### src/rtl/gate_array_pkg.sv
// Shared types and helpers for the gate_array bitwise logic unit.
// gate_fn is the single definition of the eight selectable bitwise functions.
package gate_array_pkg;

    typedef enum logic [2:0] {
        OP_AND    = 3'd0,
        OP_OR     = 3'd1,
        OP_XOR    = 3'd2,
        OP_NAND   = 3'd3,
        OP_NOR    = 3'd4,
        OP_XNOR   = 3'd5,
        OP_ANDN   = 3'd6,
        OP_PASS_A = 3'd7
    } op_e;

    localparam int SKID_DEPTH = 2;

    // Evaluated at the widest supported width; callers truncate to their WIDTH.
    function automatic logic [63:0] gate_fn(input logic [63:0] a,
                                            input logic [63:0] b,
                                            input op_e         op);
        logic [63:0] r;
        r = a;
        case (op)
            OP_AND:    r = a & b;
            OP_OR:     r = a | b;
            OP_XOR:    r = a ^ b;
            OP_NAND:   r = ~(a & b);
            OP_NOR:    r = ~(a | b);
            OP_XNOR:   r = ~(a ^ b);
            OP_ANDN:   r = a & ~b;
            OP_PASS_A: r = a;
        endcase
        return r;
    endfunction

endpackage

### src/rtl/gate_array_skid.sv
// Two-entry FIFO-ordered output skid buffer, generic payload width W.
// Latency: a push is visible at the head in the cycle after the accepting edge.
// Backpressure: push_rdy is a flop equal to (occupancy < 2); never combinational on pop_rdy.
module gate_array_skid
    import gate_array_pkg::*;
#(
    parameter int W = 10
) (
    input  logic         clk,
    input  logic         rst_n,
    input  logic         push_vld,
    output logic         push_rdy,
    input  logic [W-1:0] push_dat,
    output logic         pop_vld,
    input  logic         pop_rdy,
    output logic [W-1:0] pop_dat
);

    logic [W-1:0] head_q;
    logic [W-1:0] tail_q;
    logic [1:0]   occ_q;
    logic [1:0]   occ_nxt;
    logic         full_q;
    logic         push;
    logic         pop;

    assign push_rdy = ~full_q;
    assign pop_vld  = (occ_q != 2'd0);
    assign pop_dat  = pop_vld ? head_q : '0;
    assign push     = push_vld & push_rdy;
    assign pop      = pop_vld & pop_rdy;

    always_comb begin
        occ_nxt = occ_q;
        if (push && !pop)
            occ_nxt = occ_q + 2'd1;
        else if (!push && pop)
            occ_nxt = occ_q - 2'd1;
    end

    always_ff @(posedge clk or negedge rst_n) begin
        if (!rst_n) begin
            head_q <= '0;
            tail_q <= '0;
            occ_q  <= 2'd0;
            full_q <= 1'b0;
        end else begin
            occ_q  <= occ_nxt;
            full_q <= (occ_nxt == 2'(SKID_DEPTH));
            case ({push, pop})
                2'b10: begin
                    if (occ_q == 2'd0)
                        head_q <= push_dat;
                    else
                        tail_q <= push_dat;
                end
                2'b01:   head_q <= tail_q;
                // Push+pop only happens at occupancy 1: new data goes straight to head.
                2'b11:   head_q <= push_dat;
                default: ;
            endcase
        end
    end

endmodule

### src/rtl/gate_array.sv
// Registered WIDTH-bit bitwise logic unit (8 ops) with 2-entry output skid; GATE_ARRAY_STATS_EN adds a pop counter.
// Latency: 1 cycle from accept to out_valid; 1 transaction/cycle with out_ready held high.
// Backpressure: in_ready is registered (occupancy < 2) and independent of out_ready in the same cycle.
module gate_array
    import gate_array_pkg::*;
#(
    parameter int WIDTH = 8,
    parameter int CNT_W = 16
) (
    input  logic             clk,
    input  logic             rst_n,
    input  logic             in_valid,
    output logic             in_ready,
    input  logic [WIDTH-1:0] a,
    input  logic [WIDTH-1:0] b,
    input  logic [2:0]       op,
    output logic             out_valid,
    input  logic             out_ready,
    output logic [WIDTH-1:0] y,
    output logic             y_all,
    output logic             y_any,
    output logic [CNT_W-1:0] txn_count
);

    logic [WIDTH-1:0] y_calc;
    logic [WIDTH+1:0] push_dat;
    logic [WIDTH+1:0] pop_dat;

    assign y_calc   = WIDTH'(gate_fn(64'(a), 64'(b), op_e'(op)));
    assign push_dat = {y_calc, &y_calc, |y_calc};

    gate_array_skid #(
        .W (WIDTH + 2)
    ) u_skid (
        .clk      (clk),
        .rst_n    (rst_n),
        .push_vld (in_valid),
        .push_rdy (in_ready),
        .push_dat (push_dat),
        .pop_vld  (out_valid),
        .pop_rdy  (out_ready),
        .pop_dat  (pop_dat)
    );

    assign y     = pop_dat[WIDTH+1:2];
    assign y_all = pop_dat[1];
    assign y_any = pop_dat[0];

`ifdef GATE_ARRAY_STATS_EN
    logic [CNT_W-1:0] cnt_q;

    // Saturating: holds at all-ones rather than wrapping.
    always_ff @(posedge clk or negedge rst_n) begin
        if (!rst_n)
            cnt_q <= '0;
        else if (out_valid && out_ready && (cnt_q != '1))
            cnt_q <= cnt_q + CNT_W'(1);
    end

    assign txn_count = cnt_q;
`else
    assign txn_count = '0;
`endif

endmodule
### config.mk
export PLATFORM = sky130hd
export DESIGN_NAME = gate_array
export DESIGN_NICKNAME = d
export VERILOG_FILES = /design/src/rtl/gate_array_pkg.sv /design/src/rtl/gate_array_skid.sv /design/src/rtl/gate_array.sv
export SDC_FILE = /design/constraint.sdc
export NUM_CORES = 1
export LEC_CHECK = 0
export ABC_AREA = 0
export CAP_MARGIN = 15
export CORE_AREA = 2 2 78 80
export CTS_BUF_LIST = sky130_fd_sc_hd__clkbuf_4 sky130_fd_sc_hd__clkbuf_8
export DETAILED_ROUTE_END_ITERATION = 16
export DIE_AREA = 0 0 80 82
export GPL_ROUTABILITY_DRIVEN = 0
export PLACE_DENSITY = 0.67
export SYNTH_ARGS = -nofsm -noshare
export SYNTH_HDL_FRONTEND = slang
export SYNTH_SLANG_ARGS = --single-unit
### constraint.sdc
create_clock -name clk -period 3.3 [get_ports clk]
set_input_delay 0.33 -clock clk [delete_from_list [all_inputs] [get_ports clk]]
set_output_delay 0.33 -clock clk [all_outputs]
set_load 0.05 [all_outputs]
==> results.yml, run 1 <==
clocking:
  cts_max_level: 1
  cts_hold_buf: 0
  insertion_delay_ns: 0.27
  post_cts_buffers: 0
  clock_tree.root_cell: "sky130_fd_sc_hd__clkbuf_8"
  clock_tree_from_tritoncts: "done"
  path_clk_slew_ns: 0.08
  cts_sinks: 23
  clock_tree.buffer_depth: 2
  tritoncts.num_buffers: 3
  postCtsResizedCells: 0
grt:
  globalRouteTotalUtil_pct: 16.09
  grt_start_max_net_pins: 24
  grt_pass1_vias: 1884
  antenna_violations_before_repair: 0
  grt_pass1_wl_mm: 8.597
  grt.overflow.total: 0
critical_path:
  critPathCaptureType: "primary output"
  timing.critical_path.from_type: "register"
  crit_path_cell_trace: "inv_1, ha_1, inv_1, clkdlybuf4s50_1"
  crit_buf_inv: 3
  critPathArrivalTime_ns: 2.16
  cp_slowest_stage_delay_ns: 0.73
  timing.critical_path.slowest_stage_cell: "sky130_fd_sc_hd__clkdlybuf4s50_1"
  crit_path_frequent_cell: "sky130_fd_sc_hd__inv_1"
  cp_top_family: "buffers and inverters"
  cp_data_required_time_ns: 2.97
  worst-path-max-fanout: 18
  critical_path_class: "register to primary output"
synthesis:
  synth_cell_type_count: 55
  synth_cells: 302
  synthesis.area_mm2: 0.002515
  synth_top_cell_area_share_pct: 22.89
  synth_seq_area_share_pct: 22.89
  yosys.area.top_type: "sky130_fd_sc_hd__dfrtp_1"
  postSynthRegisterBits: 23
  avgSynthCellArea_um2: 8.328
  ys_dominant_reg_cell: "sky130_fd_sc_hd__dfrtp_1"
  synth-edff-count: 0
  async_flop_share_pct: 100.0
  ys.warnings.count: 0
  post_synth_main_area_contributors: "sky130_fd_sc_hd__dfrtp_1 (23%), sky130_fd_sc_hd__ha_1 (12%), sky130_fd_sc_hd__nor2b_1 (5.7%)"
final_layout:
  postLayoutCellArea_mm2: 0.002883
  layout.nets: 378
  sequential_area_um2: 575.6
  multi_input_comb_area_mm2: 0.001649
  fillerInstances: 566
  ratio_of_cells_with_drive_above_1_in_the_final_layout_pct: 10.64
  flow.area_growth_from_synthesis_pct: 14.63
  insertedDiodeCount: 0
timing:
  fin_worst_hold_slack_ns: 0.2556
  hold_violations: 0
  finClkSkew_ns: 0.008003
  grt_setup_unrepaired: "no"
  final_critical_path_setup_slack_ns: 0.8092
  report.final.slew_viol_count: 0
  setup_total_negative_slack_ns: 0
  layout_min_cycle_time_ns: 2.491
  tightestPinTransition_ns: 0.7655
  final_min_period_over_clock_period_pct: 75.48
  slew_headroom_pct: 48.81
  max_clock_freq_mhz: 401.5
  setup_viol: 0
routing:
  route.antenna.remaining_nets: 0
  routed_wl_met3_um: 187
  wirelength_per_cell_um: 12.39
  route.top_layer_used: "met4"
  post_drt_via_cell_ratio: 5.151
  route.vias.total: 2081
  routedLengthMet1_mm: 2.335
  post_detailed_routing_wire_length_mm: 5.007
  met2_length_mm: 2.432
  drc: 0
  first_pass_iters: 4
  drt_first_iter_violations: 122
worst_hold_path:
  hp-class: "input pin to asynchronous set/reset pin"
outcome:
  run_status: "complete, no violations"
die:
  start_util_pct: 43.77
  die-width_um: 80
  dieArea_mm2: 0.006560
  chipHeight_um: 82
  pin_count: 51
  core_region_area_mm2: 0.005746
  row_count: 28
power:
  maximum_vdd_drop_mv: 0.4319
  static-leakage-power_nw: 1.287
  power.density_mw_per_mm2: 635.4
  power_mw: 1.832
placed_design:
  post-place-ws_ns: 0.6103
  placed_cell_area_mm2: 0.002809
  port_buffers: 34
  detailedPlacementHpwl_mm: 3.801
run:
  drv_cap: 0
==> cell families after synthesis <==
family	count (synthesis)	synth area share [%]
AO/OA/AOI/OAI	79	22.99
XOR/XNOR	1	0.3483
adder cells (fa/ha/maj)	25	12.44
buffers and inverters	59	13.78
flip-flops	23	22.89
multiplexers	14	6.667
other	1	0.1491
AND/OR/NAND/NOR	100	20.75
==> per-stage QoR <==
step / cells / util [%]
2_1_floorplan: 317 / -
3_3_place_gp: 399 / 48.89
3_5_place_dp: 399 / 48.89
4_1_cts: 403 / 49.74
5_1_grt: 404 / 50.17
6_report: 404 / 50.17
==> routing by layer <==
| layer | global-route usage, % | up-vias |
|---|---|---|
| met1 | 20.58 | 961 |
| li1 | - | 1071 |
| met4 | 4.576 | 0 |
| met5 | 0 | - |
| met2 | 28.67 | 45 |
| met3 | 1.758 | 4 |
==> sequential cells by signal (all words and copies together) (netlist names) <==
| signal | flops |
|---|---|
| u_skid.tail_q | 10 |
| u_skid.occ_q | 2 |
| u_skid.head_q | 10 |
| u_skid.full_q | 1 |
==> power by group <==
part	internal, mW	switching (mW)	leakage [nW]	total [mW]
Sequential	0.403	0.0758	0.276	0.479
Combinational	0.439	0.726	0.985	1.17
Clock	0.0945	0.0925	0.0262	0.187
==> final timing paths <==
| check | start | end | slack [ns] | cells past startpoint |
|---|---|---|---|---|
| setup reg to reg | u_skid.occ_q[1] | u_skid.tail_q[0] | 1.24 | 8 |
| min in group clk | u_skid.tail_q[2] | u_skid.tail_q[2] | 0.48 | 2 |
| setup / recovery | u_skid.occ_q[1] | out_valid | 0.81 | 4 |
| hold reg to reg | u_skid.tail_q[2] | u_skid.tail_q[2] | 0.48 | 2 |
| max in group asynchronous | rst_n | u_skid.tail_q[2] | 2.67 | 2 |
| hold / removal | rst_n | u_skid.occ_q[1] | 0.26 | 1 |
==> cell usage after synthesis, drive strengths merged, types with 2 or more instances <==
cell type,instances
a211oi,10
inv,24
nand2,20
a21oi,19
nand2b,11
o21ai,20
mux2i,7
o32ai,4
a32oi,3
nor2,29
clkbuf,10
o31ai,3
or3,2
or2,2
dfrtp,23
a31oi,6
mux2,6
o211ai,2
nor2b,23
o2bb2ai,2
nor3,2
o22ai,4
and2,3
and3,3
ha,25
buf,25
==> area by class of cell <==
cell class | instances | area share [%]
clock buffers | 4 | 1.693
multi-input cells | 235 | 57.20
repair buffers | 43 | 14.76
inverters | 24 | 3.125
flip-flops and latches | 23 | 19.97
well taps | 75 | 3.255
==> worst reg2reg max path, cell delays in order, from the launching register on <==
cell,delay [ns]
sky130_fd_sc_hd__dfrtp_1,0.41
sky130_fd_sc_hd__inv_1,0.07
sky130_fd_sc_hd__ha_1,0.54
sky130_fd_sc_hd__buf_4,0.29
sky130_fd_sc_hd__nor2_1,0.10
sky130_fd_sc_hd__nand2_1,0.18
sky130_fd_sc_hd__buf_4,0.23
sky130_fd_sc_hd__nor3_1,0.06
sky130_fd_sc_hd__a21oi_1,0.14
==> cell usage in the layout, fill, tap and decap left out, types with 2 or more instances in the layout <==
master                             n
sky130_fd_sc_hd__a211oi_1          9
sky130_fd_sc_hd__a21oi_1          16
sky130_fd_sc_hd__a21oi_4           3
sky130_fd_sc_hd__a31oi_1           6
sky130_fd_sc_hd__a32oi_1           3
sky130_fd_sc_hd__and2_1            2
sky130_fd_sc_hd__and3_1            3
sky130_fd_sc_hd__buf_4             8
sky130_fd_sc_hd__clkbuf_8          3
sky130_fd_sc_hd__clkdlybuf4s50_1  34
sky130_fd_sc_hd__conb_1           16
sky130_fd_sc_hd__dfrtp_1          23
sky130_fd_sc_hd__ha_1             25
sky130_fd_sc_hd__inv_1            23
sky130_fd_sc_hd__mux2_2            4
sky130_fd_sc_hd__mux2_4            2
sky130_fd_sc_hd__mux2i_1           7
sky130_fd_sc_hd__nand2_1          20
sky130_fd_sc_hd__nand2b_1         10
sky130_fd_sc_hd__nor2_1           29
sky130_fd_sc_hd__nor2b_1          23
sky130_fd_sc_hd__nor3_1            2
sky130_fd_sc_hd__o211ai_1          2
sky130_fd_sc_hd__o21ai_0          16
sky130_fd_sc_hd__o21ai_1           3
sky130_fd_sc_hd__o22ai_1           3
sky130_fd_sc_hd__o2bb2ai_1         2
sky130_fd_sc_hd__o31ai_1           3
sky130_fd_sc_hd__o32ai_1           2
sky130_fd_sc_hd__o32ai_2           2
sky130_fd_sc_hd__or3_1             2
Power figures use the tool's default switching activity.
==> inputs of run 2 (changes only) <==
Clock period 3.3 ns to 2.3 ns, I/O delays scaled along.
==> results.yml, run 2 (synthesis results as in run 1) <==
placed_design:
  placed_cell_area_mm2: 0.002942
  port_buffers: 34
  detailedPlacementHpwl_mm: 4.116
critical_path:
  critPathArrivalTime_ns: 2.24
  cell_count_of_the_worst_reg_to_reg_path: 7
  cp_num_cells: 10
  critical_path_class: "input pin to register"
  cp_data_required_time_ns: 2.49
  worst-path-max-fanout: 5
  crit_buf_inv: 3
  cp-endpoint: "u_skid.tail_q[1]"
  cp_slowest_stage_delay_ns: 0.48
  crit_path_cell_trace: "clkdlybuf4s50_1, inv_1, ha_1, nand2b_1, a32oi_1, o31ai_1, buf_4, a211oi_1, nand4_1, o21ai_1"
  worst_r2r_startpoint: "u_skid.occ_q[0]"
  worstSetupStartpoint: "b[2]"
  timing.critical_path.from_type: "input pin"
  cp_top_family: "compound AO/OA/AOI/OAI gates"
  critPathCaptureType: "register"
  worst-r2r-setup-slack_ns: 0.54
  timing.critical_path.slowest_stage_cell: "sky130_fd_sc_hd__clkdlybuf4s50_1"
  critical_path.reg2reg.endpoint: "u_skid.tail_q[0]"
final_layout:
  insertedDiodeCount: 0
  postLayoutCellArea_mm2: 0.002988
  flow.area_growth_from_synthesis_pct: 18.81
  most-common-layout-cells: "sky130_fd_sc_hd__buf_4 (35), sky130_fd_sc_hd__nor2_1 (29), sky130_fd_sc_hd__ha_1 (25)"
  fillerInstances: 588
  layout.nets: 395
  fin_util_pct: 52.00
  sequential_area_um2: 575.6
  mostFrequentLayoutCell: "sky130_fd_sc_hd__buf_4"
  layout_top_registers: "u_skid.head_q: 10 flops, u_skid.tail_q: 10 flops, u_skid.occ_q: 2 flops"
  multi_input_comb_area_mm2: 0.001649
  ratio_of_cells_with_drive_above_1_in_the_final_layout_pct: 18.21
clocking:
  insertion_delay_ns: 0.26
  clock_tree.root_cell: "sky130_fd_sc_hd__clkbuf_8"
  clock_tree.buffer_depth: 2
  cts_sinks: 23
  tritoncts.num_buffers: 3
  path_clk_slew_ns: 0.09
  cts_max_level: 1
  post_cts_buffers: 0
  cts_hold_buf: 0
  clock_tree_from_tritoncts: "done"
  postCtsResizedCells: 0
routing:
  drt_first_iter_violations: 142
  post_detailed_routing_wire_length_mm: 5.118
  wirelength_per_cell_um: 12.16
  post_drt_via_cell_ratio: 5.185
  first_pass_iters: 4
  route.antenna.remaining_nets: 0
  route.vias.total: 2183
  drc: 0
power:
  power_mw: 2.617
  static-leakage-power_nw: 1.384
  maximum_vdd_drop_mv: 0.5513
  power.density_mw_per_mm2: 875.9
die:
  dieArea_mm2: 0.006560
  start_util_pct: 43.77
  chipHeight_um: 82
  pin_count: 51
  die-width_um: 80
  core_region_area_mm2: 0.005746
  row_count: 28
grt:
  grt.overflow.total: 0
  grt_pass1_wl_mm: 8.852
  grt_start_max_net_pins: 25
  grt_pass1_vias: 2033
  globalRouteTotalUtil_pct: 16.55
  antenna_violations_before_repair: 0
timing:
  report.final.slew_viol_count: 0
  hold_violations: 0
  finClkSkew_ns: 0.005770
  max_clock_freq_mhz: 488.9
  layout_min_cycle_time_ns: 2.046
  final_min_period_over_clock_period_pct: 88.94
  setup_viol: 0
  grt_setup_unrepaired: "no"
outcome:
  run_status: "complete, no violations"
worst_hold_path:
  hp-class: "input pin to asynchronous set/reset pin"
run:
  drv_cap: 0
-- run 2: power breakdown --
group	leakage (nW)	internal (mW)	switching (mW)
Combinational	1.08	0.623	1.06
Clock	0.0255	0.121	0.128
Sequential	0.276	0.579	0.110
Total	1.38	1.32	1.30
-- run 2: worst min-delay path by stage --
stage / slack, ns / start / endpoint / cells after the start
after floorplan: -0.07 / rst_n / u_skid.full_q / 0
after global placement: 0.46 / u_skid.tail_q[5] / u_skid.tail_q[5] / 2
after detailed placement: 0.47 / u_skid.tail_q[2] / u_skid.tail_q[2] / 2
after CTS: 0.32 / rst_n / u_skid.occ_q[1] / 2
after global routing: 0.33 / rst_n / u_skid.occ_q[1] / 2
final: 0.32 / rst_n / u_skid.occ_q[1] / 2
-- run 2: layer usage --
layer	global-route usage (%)	vias to the layer above	share of wire, %
met1	20.31	1026	46
met5	0	-	0
met2	31.25	52	49
li1	-	1101	-
met4	3.898	0	0.88
met3	1.429	4	3.6
-- run 2: area by class of cell --
cell class	instances	area share, %
clock inverters	1	0.1675
multi-input cells	235	55.19
repair buffers	60	17.84
well taps	75	3.141
inverters	24	3.015
clock buffers	3	1.382
flip-flops and latches	23	19.26
-- run 2: through the flow --
stage | hold slack, ns | setup slack, ns | TNS [ns] | instances
after floorplan | -0.06559 | 0.3565 | 0 | 317
after global placement | 0.4621 | 0.006487 | 0 | 417
after detailed placement | 0.4708 | -0.02721 | -0.02721 | 417
after CTS | 0.3195 | 0.2672 | 0 | 421
after global routing | 0.3343 | 0.08163 | 0 | 421
final | 0.3157 | 0.2544 | 0 | 421
